### config.mk
export PLATFORM = sky130hd
export DESIGN_NAME = ftsd_scan_driver
export DESIGN_NICKNAME = d
export VERILOG_FILES = /design/src/rtl/ftsd_scan_driver_pkg.sv /design/src/rtl/ftsd_scan_driver_font_decode.sv /design/src/rtl/ftsd_scan_driver.sv
export SDC_FILE = /design/constraint.sdc
export NUM_CORES = 1
export LEC_CHECK = 0
export ABC_AREA = 1
export BUFFER_PORTS_ARGS = -buffer_cell sky130_fd_sc_hd__buf_4
export CAP_MARGIN = 20
export CELL_PAD_IN_SITES_DETAIL_PLACEMENT = 1
export CELL_PAD_IN_SITES_GLOBAL_PLACEMENT = 2
export CORE_UTILIZATION = 32
export DETAILED_ROUTE_END_ITERATION = 7
export GPL_ROUTABILITY_DRIVEN = 1
export PLACE_DENSITY = 0.81
export SLEW_MARGIN = 20
export SYNTH_ARGS = -nofsm -noshare
export SYNTH_HDL_FRONTEND = slang
export SYNTH_SLANG_ARGS = --single-unit
### constraint.sdc
create_clock -name clk -period 3.1 [get_ports clk]
set_input_delay 0.465 -clock clk [delete_from_list [all_inputs] [get_ports clk]]
set_output_delay 0.465 -clock clk [all_outputs]
set_load 0.05 [all_outputs]
### src/rtl/ftsd_scan_driver_pkg.sv
// Shared font codes, segment glyphs and scan state type for the FTSD scan driver.
// Glyphs are active-low, segments a..n in bits 0..13, dp in bit 14 (always off).
package ftsd_scan_driver_pkg;

  typedef enum logic {
    DISP  = 1'b0,
    GUARD = 1'b1
  } scan_state_t;

  localparam logic [5:0] FONT_E     = 6'h0E;
  localparam logic [5:0] FONT_I     = 6'h12;
  localparam logic [5:0] FONT_L     = 6'h15;
  localparam logic [5:0] FONT_N     = 6'h17;
  localparam logic [5:0] FONT_O     = 6'h18;
  localparam logic [5:0] FONT_S     = 6'h1C;
  localparam logic [5:0] FONT_W     = 6'h20;
  localparam logic [5:0] FONT_BLANK = 6'h3E;

  // Each glyph is written as the set of lit segments XOR'd out of the all-off word.
  localparam logic [14:0] SEG_BLANK = 15'h7FFF;
  localparam logic [14:0] SEG_0     = SEG_BLANK ^ 15'h0C3F;
  localparam logic [14:0] SEG_1     = SEG_BLANK ^ 15'h0406;
  localparam logic [14:0] SEG_2     = SEG_BLANK ^ 15'h00DB;
  localparam logic [14:0] SEG_3     = SEG_BLANK ^ 15'h008F;
  localparam logic [14:0] SEG_4     = SEG_BLANK ^ 15'h00E6;
  localparam logic [14:0] SEG_5     = SEG_BLANK ^ 15'h00ED;
  localparam logic [14:0] SEG_6     = SEG_BLANK ^ 15'h00FD;
  localparam logic [14:0] SEG_7     = SEG_BLANK ^ 15'h0007;
  localparam logic [14:0] SEG_8     = SEG_BLANK ^ 15'h00FF;
  localparam logic [14:0] SEG_9     = SEG_BLANK ^ 15'h00EF;
  localparam logic [14:0] SEG_W     = SEG_BLANK ^ 15'h2836;
  localparam logic [14:0] SEG_I     = SEG_BLANK ^ 15'h1209;
  localparam logic [14:0] SEG_N     = SEG_BLANK ^ 15'h2136;
  localparam logic [14:0] SEG_L     = SEG_BLANK ^ 15'h0038;
  localparam logic [14:0] SEG_O     = SEG_BLANK ^ 15'h003F;
  localparam logic [14:0] SEG_S     = SEG_BLANK ^ 15'h00ED;
  localparam logic [14:0] SEG_E     = SEG_BLANK ^ 15'h0079;

  // ptr 0 is the leftmost digit, which sits on ftsd_ctl[3].
  function automatic logic [3:0] digit_enable(input logic [1:0] ptr);
    return ~(4'b1000 >> ptr);
  endfunction

endpackage

### src/rtl/ftsd_scan_driver_font_decode.sv
// Combinational font decoder: 6-bit font code to active-low 15-bit segment pattern.
module ftsd_font_decode
  import ftsd_scan_driver_pkg::*;
(
  input  logic [5:0]  code,
  output logic [14:0] seg
);

  always_comb begin
    seg = SEG_BLANK;
    case (code)
      6'd0:   seg = SEG_0;
      6'd1:   seg = SEG_1;
      6'd2:   seg = SEG_2;
      6'd3:   seg = SEG_3;
      6'd4:   seg = SEG_4;
      6'd5:   seg = SEG_5;
      6'd6:   seg = SEG_6;
      6'd7:   seg = SEG_7;
      6'd8:   seg = SEG_8;
      6'd9:   seg = SEG_9;
      FONT_W: seg = SEG_W;
      FONT_I: seg = SEG_I;
      FONT_N: seg = SEG_N;
      FONT_L: seg = SEG_L;
      FONT_O: seg = SEG_O;
      FONT_S: seg = SEG_S;
      FONT_E: seg = SEG_E;
      default: seg = SEG_BLANK;
    endcase
  end

endmodule

### src/rtl/ftsd_scan_driver.sv
// Four-digit fourteen-segment scan driver with per-frame input snapshot and guard gaps.
// Optional blinking is compiled in with the FTSD_BLINK_EN macro.
module ftsd_scan_driver
  import ftsd_scan_driver_pkg::*;
#(
  parameter int SCAN_DIV  = 25000,
  parameter int GUARD_CYC = 4,
  parameter int BLINK_DIV = 16
) (
  input  logic        clk,
  input  logic        rst_n,
  input  logic [5:0]  in0,
  input  logic [5:0]  in1,
  input  logic [5:0]  in2,
  input  logic [5:0]  in3,
`ifdef FTSD_BLINK_EN
  input  logic        blink,
`endif
  output logic [3:0]  ftsd_ctl,
  output logic [14:0] ftsd_out,
  output logic        frame_start
);

  localparam int MAX_CYC = (SCAN_DIV > GUARD_CYC) ? SCAN_DIV : GUARD_CYC;
  localparam int CW = $clog2(MAX_CYC);
  localparam logic [CW-1:0] SCAN_TC  = CW'(SCAN_DIV - 1);
  localparam logic [CW-1:0] GUARD_TC = CW'(GUARD_CYC - 1);

  scan_state_t   state_q, state_d;
  logic [CW-1:0] cnt_q, cnt_d;
  logic [1:0]    ptr_q, ptr_d;
  logic [5:0]    snap_q [4];
  logic [5:0]    snap_d [4];
  logic [5:0]    in_vec [4];
  logic          snap_load;
  logic          blank_d;
  logic [14:0]   seg_dec;
  logic [3:0]    ctl_d;
  logic [14:0]   out_d;

  always_comb begin
    state_d   = state_q;
    cnt_d     = cnt_q + CW'(1);
    ptr_d     = ptr_q;
    snap_load = 1'b0;
    case (state_q)
      DISP: begin
        if (cnt_q == SCAN_TC) begin
          state_d = GUARD;
          cnt_d   = '0;
        end
      end
      GUARD: begin
        if (cnt_q == GUARD_TC) begin
          state_d   = DISP;
          cnt_d     = '0;
          ptr_d     = ptr_q + 2'd1;
          snap_load = (ptr_q == 2'd3);
        end
      end
      default: begin
        state_d = GUARD;
        cnt_d   = '0;
      end
    endcase
  end

  // The snapshot feeds the decoder on its load edge so digit 0 shows the fresh code at once.
  always_comb begin
    in_vec[0] = in0;
    in_vec[1] = in1;
    in_vec[2] = in2;
    in_vec[3] = in3;
    for (int i = 0; i < 4; i++) begin
      snap_d[i] = snap_load ? in_vec[i] : snap_q[i];
    end
  end

  ftsd_font_decode u_decode (
    .code (snap_d[ptr_d]),
    .seg  (seg_dec)
  );

`ifdef FTSD_BLINK_EN
  localparam int BW = (BLINK_DIV > 1) ? $clog2(BLINK_DIV) : 1;
  localparam logic [BW-1:0] BLINK_TC = BW'(BLINK_DIV - 1);

  logic [BW-1:0] fcnt_q, fcnt_d;
  logic          phase_q, phase_d;

  always_comb begin
    fcnt_d  = fcnt_q;
    phase_d = phase_q;
    if (snap_load) begin
      if (fcnt_q == BLINK_TC) begin
        fcnt_d  = '0;
        phase_d = ~phase_q;
      end else begin
        fcnt_d = fcnt_q + BW'(1);
      end
    end
  end

  always_ff @(posedge clk) begin
    if (!rst_n) begin
      fcnt_q  <= '0;
      phase_q <= 1'b0;
    end else begin
      fcnt_q  <= fcnt_d;
      phase_q <= phase_d;
    end
  end

  assign blank_d = blink & phase_d;
`else
  assign blank_d = 1'b0;
`endif

  assign ctl_d = (state_d == DISP) ? digit_enable(ptr_d) : 4'hF;
  assign out_d = ((state_d == DISP) && !blank_d) ? seg_dec : SEG_BLANK;

  always_ff @(posedge clk) begin
    if (!rst_n) begin
      state_q     <= GUARD;
      cnt_q       <= '0;
      ptr_q       <= 2'd3;
      snap_q      <= '{default: '0};
      ftsd_ctl    <= 4'hF;
      ftsd_out    <= SEG_BLANK;
      frame_start <= 1'b0;
    end else begin
      state_q     <= state_d;
      cnt_q       <= cnt_d;
      ptr_q       <= ptr_d;
      snap_q      <= snap_d;
      ftsd_ctl    <= ctl_d;
      ftsd_out    <= out_d;
      frame_start <= snap_load;
    end
  end

endmodule

==> results.py, run 1 <==
metrics = {
    "run_status": {
        "status": "completed",
    },
    "routing": {
        "drc": 0,
        "ant_nets": 0,
        "drtIter0Drc": 86,
        "num_vias": 3021,
        "wl_um": 8750,
        "wl_per_cell_um": 13.3,
        "drt-pass1-iter-count": 4,
        "vias_per_cell": 4.61,
    },
    "logic_synthesis": {
        "syn_nets": 501,
        "synthTopCellsByCount": "nand2_1, dfxtp_1, inv_1",
        "syn_area_um2": 3320,
        "yosys.cell_types.count": 34,
        "yosysWarningCount": 0,
        "avgSynthCellArea_um2": 7.12,
        "synthArstFlopShare_pct": 0,
        "post-synth-top-count-cell": "nand2_1",
        "seq_area_frac_synth_pct": 36.2,
        "synth-edff-count": 0,
        "yosysTopAreaCellShare_pct": 36.2,
        "synth_area_leaders": "dfxtp_1, nand2_1, inv_1",
        "syn-instance-count": 466,
        "ys_ff_latch": 60,
        "ys.flop_type": "dfxtp_1",
        "yosys.area.top_type": "dfxtp_1",
    },
    "setup_path": {
        "cp_slowest_cell": "dfxtp_1",
        "cp_top_family": "simple AND/OR/NAND/NOR gates",
        "max_stage_delay_ps": 350,
        "worstPathRequired_ps": 3330,
        "reg2reg_from": "cnt_q[0]",
        "crit_path_start": "cnt_q[0]",
        "r2r_slack_ps": 300,
        "r2r-end": "ftsd_out[6]",
        "cp-start-kind": "register",
        "crit_buf_inv": 3,
        "worst_path_most_repeated_cell": "nand2_1",
        "crit_path_end_kind": "register",
        "worst_ep_arrival_time_ps": 3030,
        "path_max_fanout": 15,
        "path_cells": "ha_1, inv_1, nor2_1, nand2_1, nor2_4, buf_6, nand2_4, nand2_4, nand2_8, nor2_4, nand2_1, nand2_1, inv_1, nand2_2, ha_1, nand2_2, nand3_2, nand3_1, nand2_1, nand2_1",
        "reg2reg_depth": 20,
        "crit_type": "reg -> reg",
    },
    "placement": {
        "gp_congestion": 0.826,
        "dp_hpwl_um": 6680,
        "io_buffers": 44,
        "dpl_worst_slack_ps": 188,
    },
    "global_route": {
        "use_met3_pct": 3.71,
        "grt_overflow": 0,
        "busiest_layer": "met2",
        "antenna_found_initial": 0,
        "grt_max_degree": 30,
        "use_met1_pct": 24.0,
        "grt_use_met2_pct": 28.1,
        "grt_pass1_vias": 3139,
        "grt_pass1_wl_um": 15200,
        "grt_use_total_pct": 17.7,
    },
    "floorplan": {
        "start_util_pct": 33.5,
        "die_w_um": 104,
        "fp.dieArea_um2": 10800,
        "rows": 36,
        "io_pins": 46,
        "core-area_um2": 9910,
        "dieHeight_um": 104,
    },
    "sta": {
        "setup_viol": 0,
        "fin_hold_ws_ps": 329,
        "finalCritPeriodShare_pct": 90.4,
        "fmax_mhz": 357,
        "postLayoutSetupSlackWorst_ps": 299,
        "layout_min_cycle_time_ps": 2800,
        "setup_tns_ps": 0,
        "hold_violations": 0,
        "max_slew_margin_pct": 35.2,
        "skew_ps": 10.5,
        "worst_pin_slew_ps": 970,
        "slew_violations": 0,
    },
    "clock_network": {
        "clk_pin_slew_worst_paths_ps": 70,
        "htreeDepth": 3,
        "cts_inserted_buffers": 9,
        "tritoncts": "built",
        "clk_root_buffer_cell": "clkbuf_8",
        "clockBufferDepth": 2,
        "clock_sinks": 60,
        "worstSkewPairLatency_ps": 340,
    },
    "min_path": {
        "hp-class": "in -> reg",
        "worstHoldStart": "rst_n",
        "min_path_cells": 2,
        "min_to": "ptr_q[0]",
    },
    "layout": {
        "area_delta_synth_final_pct": 22.3,
        "antenna_cells": 0,
        "drive_above_1_share_pct": 23.7,
        "num-nets-final": 553,
        "postLayoutCoreUtil_pct": 40.9,
    },
    "pwr": {
        "cellLeakagePower_nw": 1.88,
        "intPower_w": 0.00143,
        "p_per_area_nw_per_um2": 516,
        "power_switching_w": 0.000658,
        "ir_drop_v": 0.000176,
        "power.share.clock_pct": 37.9,
        "power_frac_comb_pct": 22.9,
        "sw_frac_of_total_pct": 31.4,
        "power.share.sequential_pct": 39.2,
    },
    "run": {
        "max-cap-violations": 0,
    },
}
[through the flow]
step | instance area [µm²] | total power [W] | cells
floorplan | 3320 | 0.00118 | 466
global placement | 3780 | 0.00130 | 636
detailed placement | 3780 | 0.00131 | 636
CTS | 4000 | 0.00211 | 652
global route | 4050 | 0.00221 | 656
finish | 4050 | 0.00209 | 656
[flip-flops by register name, indices dropped and copies added (netlist names)]
name         cells
cnt_q           15
snap_q          24
ftsd_out        13
state_q          1
frame_start      1
ptr_q            2
ftsd_ctl         4
[logic make-up after synthesis]
group / after synthesis / synth area share [%]
compound gates: 32 / 5.40
simple gates: 277 / 42.8
fa+ha+maj: 9 / 3.40
other cells: 1 / 0.113
buf+inv: 80 / 10.3
flops: 60 / 36.2
xor+xnor: 7 / 1.85
[power groups by stage]
stage	clock network (W)	logic (W)	registers, W
after CTS	0.000819	0.000474	0.000821
after floorplan	0	0.000291	0.000888
after detailed placement	0	0.000471	0.000838
after global routing	0.000854	0.000534	0.000824
final	0.000792	0.000479	0.000820
after global placement	0	0.000465	0.000838
[how the worst max path moves through the flow]
stage	endpoint	slack [ps]	cells after the start
after floorplan	ftsd_out[5]	610	21
after global routing	ftsd_out[0]	-8	20
after global placement	ftsd_out[5]	290	20
final	ftsd_out[6]	300	20
after CTS	ftsd_out[5]	180	18
after detailed placement	ftsd_out[5]	190	18
[area by class of cell]
class                           count  area, µm²
Clock inverter                      4       72.6
Sequential cell                    60       1200
Fill cell                        1295       5860
Clock buffer                       12        145
Inverter                           66        255
Tap cell                          133        166
Timing Repair Buffer               55        417
Multi-Input combinational cell    326       1800
[per-layer routing]
| metal | part of all wire (%) | vias up | wire [µm] |
|---|---|---|---|
| li1 | - | 1551 | - |
| met5 | 0 | - | 0 |
| met1 | 52 | 1414 | 4510 |
| met2 | 44 | 46 | 3850 |
| met3 | 3.3 | 10 | 293 |
| met4 | 1.1 | 0 | 100 |
[placed cells by master, fill, tap and decap left out, types with 2 or more instances in the layout]
| cell type | count |
|---|---|
| o21ai_0 | 11 |
| nor2_4 | 8 |
| nor2_1 | 43 |
| o21ai_1 | 8 |
| nand2_8 | 2 |
| nor2_2 | 6 |
| clkbuf_8 | 10 |
| nor3_1 | 4 |
| dfxtp_1 | 60 |
| xor2_1 | 6 |
| nand3_4 | 3 |
| nand3_1 | 26 |
| a21oi_1 | 10 |
| inv_2 | 5 |
| nand2_1 | 138 |
| nand3_2 | 6 |
| buf_4 | 54 |
| nor3b_1 | 3 |
| inv_1 | 60 |
| o21ai_2 | 2 |
| nand2_4 | 10 |
| nor4_1 | 5 |
| bufinv_16 | 2 |
| ha_1 | 8 |
| clkbuf_1 | 2 |
| nand4_1 | 12 |
| nand2_2 | 8 |
[timing repair]
action	CTS	global route
resized for setup	0	6
hold buffers	0	0
setup endpoints to repair	0	11
setup buffers	0	4
No activity file was read; power rests on OpenSTA's default activity.
==> inputs of run 2 (changes only) <==
CORE_ASPECT_RATIO = 0.8   (was unset)
MAX_ROUTING_LAYER = met4   (was unset)
PLACE_DENSITY = unset   (was 0.81)
PLACE_DENSITY_LB_ADDON = 0.1   (was unset)
==> results.py, run 2 (synthesis gave the netlist of run 1 again) <==
metrics = {
    "layout": {
        "drive_above_1_share_pct": 23.5,
        "num-nets-final": 550,
        "fillers": 1286,
        "antenna_cells": 0,
        "area_delta_synth_final_pct": 24.9,
        "largestRegisters": "snap_q x24, cnt_q x15, ftsd_out x13",
        "layout_commonest_cell": "nand2_1",
        "regMostFlops": "snap_q",
        "mostFrequentLayoutCells": "nand2_1, inv_1, dfxtp_1",
        "largest_register_ffs": 24,
        "fin_area_um2": 4140,
    },
    "sta": {
        "fmax_mhz": 352,
        "layout_min_cycle_time_ps": 2840,
        "finalCritPeriodShare_pct": 91.7,
        "skew_ps": 6.39,
        "setup_viol": 0,
        "slew_violations": 0,
        "fin_hold_ws_ps": 353,
        "hold_violations": 0,
        "setup_tns_ps": 0,
    },
    "pwr": {
        "sw_frac_of_total_pct": 29.0,
        "power_switching_w": 0.000685,
        "p_per_area_nw_per_um2": 571,
        "ir_drop_v": 0.000276,
        "cellLeakagePower_nw": 1.92,
        "intPower_w": 0.00168,
        "power.share.sequential_pct": 34.7,
        "power.total_w": 0.00236,
        "power_frac_comb_pct": 20.1,
        "power.share.clock_pct": 45.2,
    },
    "routing": {
        "vias_per_cell": 4.50,
        "drtIter0Drc": 72,
        "drc": 0,
        "num_vias": 2954,
        "wl_um": 8710,
        "wl_per_cell_um": 13.3,
        "drt-pass1-iter-count": 4,
        "ant_nets": 0,
    },
    "floorplan": {
        "io_pins": 46,
        "core-area_um2": 9850,
        "fp.dieArea_um2": 10800,
        "dieHeight_um": 93.0,
        "start_util_pct": 33.7,
        "die_w_um": 116,
        "rows": 32,
    },
    "clock_network": {
        "cts_inserted_buffers": 9,
        "htreeDepth": 3,
        "clockBufferDepth": 2,
        "clk_root_buffer_cell": "clkbuf_16",
        "tritoncts": "built",
        "clock_sinks": 60,
        "worstSkewPairLatency_ps": 330,
        "clk_pin_slew_worst_paths_ps": 50,
    },
    "setup_path": {
        "crit_buf_inv": 3,
        "path_max_fanout": 15,
        "cp.depth": 20,
        "worstPathRequired_ps": 3310,
        "path_cells": "ha_1, inv_1, nor2_1, nand2_1, nor2_4, buf_6, nand2_4, nand2_4, nand2_8, nand2_4, inv_2, nand2_1, nand2_1, nor2_4, ha_2, nand3_2, nor2_2, nand2_2, nand2_4, nand3_2",
        "cp_slowest_cell": "dfxtp_1",
        "cp_top_family": "simple AND/OR/NAND/NOR gates",
        "worst_ep_arrival_time_ps": 3060,
        "worst_path_most_repeated_cell": "nand2_4",
        "crit_path_end_kind": "register",
        "reg2reg_depth": 20,
        "max_stage_delay_ps": 340,
        "cp-start-kind": "register",
        "crit_type": "reg -> reg",
    },
    "global_route": {
        "grt_pass1_wl_um": 14700,
        "grt_use_total_pct": 18.4,
        "grt_pass1_vias": 2989,
        "grt_overflow": 0,
        "antenna_found_initial": 0,
        "grt_max_degree": 26,
    },
    "run": {
        "max-cap-violations": 0,
    },
    "placement": {
        "gp_congestion": 0.828,
        "dpl_cell_area_um2": 3780,
        "io_buffers": 44,
        "dp_hpwl_um": 6650,
    },
    "min_path": {
        "hp-class": "in -> reg",
        "min_path_cells": 2,
    },
    "run_status": {
        "status": "completed",
    },
}
-- run 2: cell count changes in the layout (fill, tap and decap cells not counted), moves of 2 or more --
cell | before | now
buf_4 | 54 | 51
clkbuf_16 | 0 | 9
clkbuf_8 | 10 | 1
clkinv_2 | 1 | 3
-- run 2: worst register-to-register path, cell delays in order (launching register included) --
cell     delay [ps]
dfxtp_1         340
ha_1            200
inv_1            60
nor2_1           80
nand2_1          90
nor2_4          140
buf_6           180
nand2_4          90
nand2_4          90
nand2_8         110
nand2_4         130
inv_2            60
nand2_1          60
nand2_1         100
nor2_4          190
ha_2            240
nand3_2         140
nor2_2          160
nand2_2          90
nand2_4         110
nand3_2          70
-- run 2: power groups by stage --
stage / clock (W) / sequential (W) / combinational [W]
6_report: 0.00107 / 0.000820 / 0.000475
5_1_grt: 0.00113 / 0.000823 / 0.000529
4_1_cts: 0.00109 / 0.000820 / 0.000473
3_5_place_dp: 0 / 0.000836 / 0.000468
3_3_place_gp: 0 / 0.000836 / 0.000465
2_1_floorplan: 0 / 0.000888 / 0.000291
-- run 2: layout make-up --
cell class	count	area, µm²	share of cell area (%)
multi-input combinational	326	1800	43.5
clock inverter	5	75.1	1.81
inverter	66	255	6.17
clock buffer	11	243	5.86
sequential	60	1200	29.0
timing repair buffer	52	394	9.52
tap	136	170	4.11
-- run 2: final timing paths --
kind / from / to / slack [ps]
setup / recovery: cnt_q[0] / ftsd_out[1] / 260
hold / removal: rst_n / ptr_q[1] / 350
setup reg to reg: cnt_q[0] / ftsd_out[1] / 260
hold reg to reg: cnt_q[0] / cnt_q[0] / 450
-- run 2: metal layers --
metal / GRT usage [%] / vias to the layer above / wire length (µm)
met5: - / - / 0
met4: 5.77 / 0 / 111
met3: 4.21 / 8 / 297
met2: 28.5 / 42 / 4010
met1: 23.6 / 1363 / 4290
li1: - / 1541 / -
-- run 2: metrics by stage --
stage	setup WS [ps]	instances	util, %
after detailed placement	127	639	38.4
after global routing	-11.5	656	42.0
after global placement	261	639	38.4
final	257	656	42.0
after floorplan	612	466	-
after CTS	87.4	655	41.6
-- run 2: timing repair --
action / 4_1_cts / 5_1_grt
endpoints found under the setup margin: 0 / 7
resized for setup: 0 / 8
hold buffers: 0 / 0
buffers inserted: 0 / 1
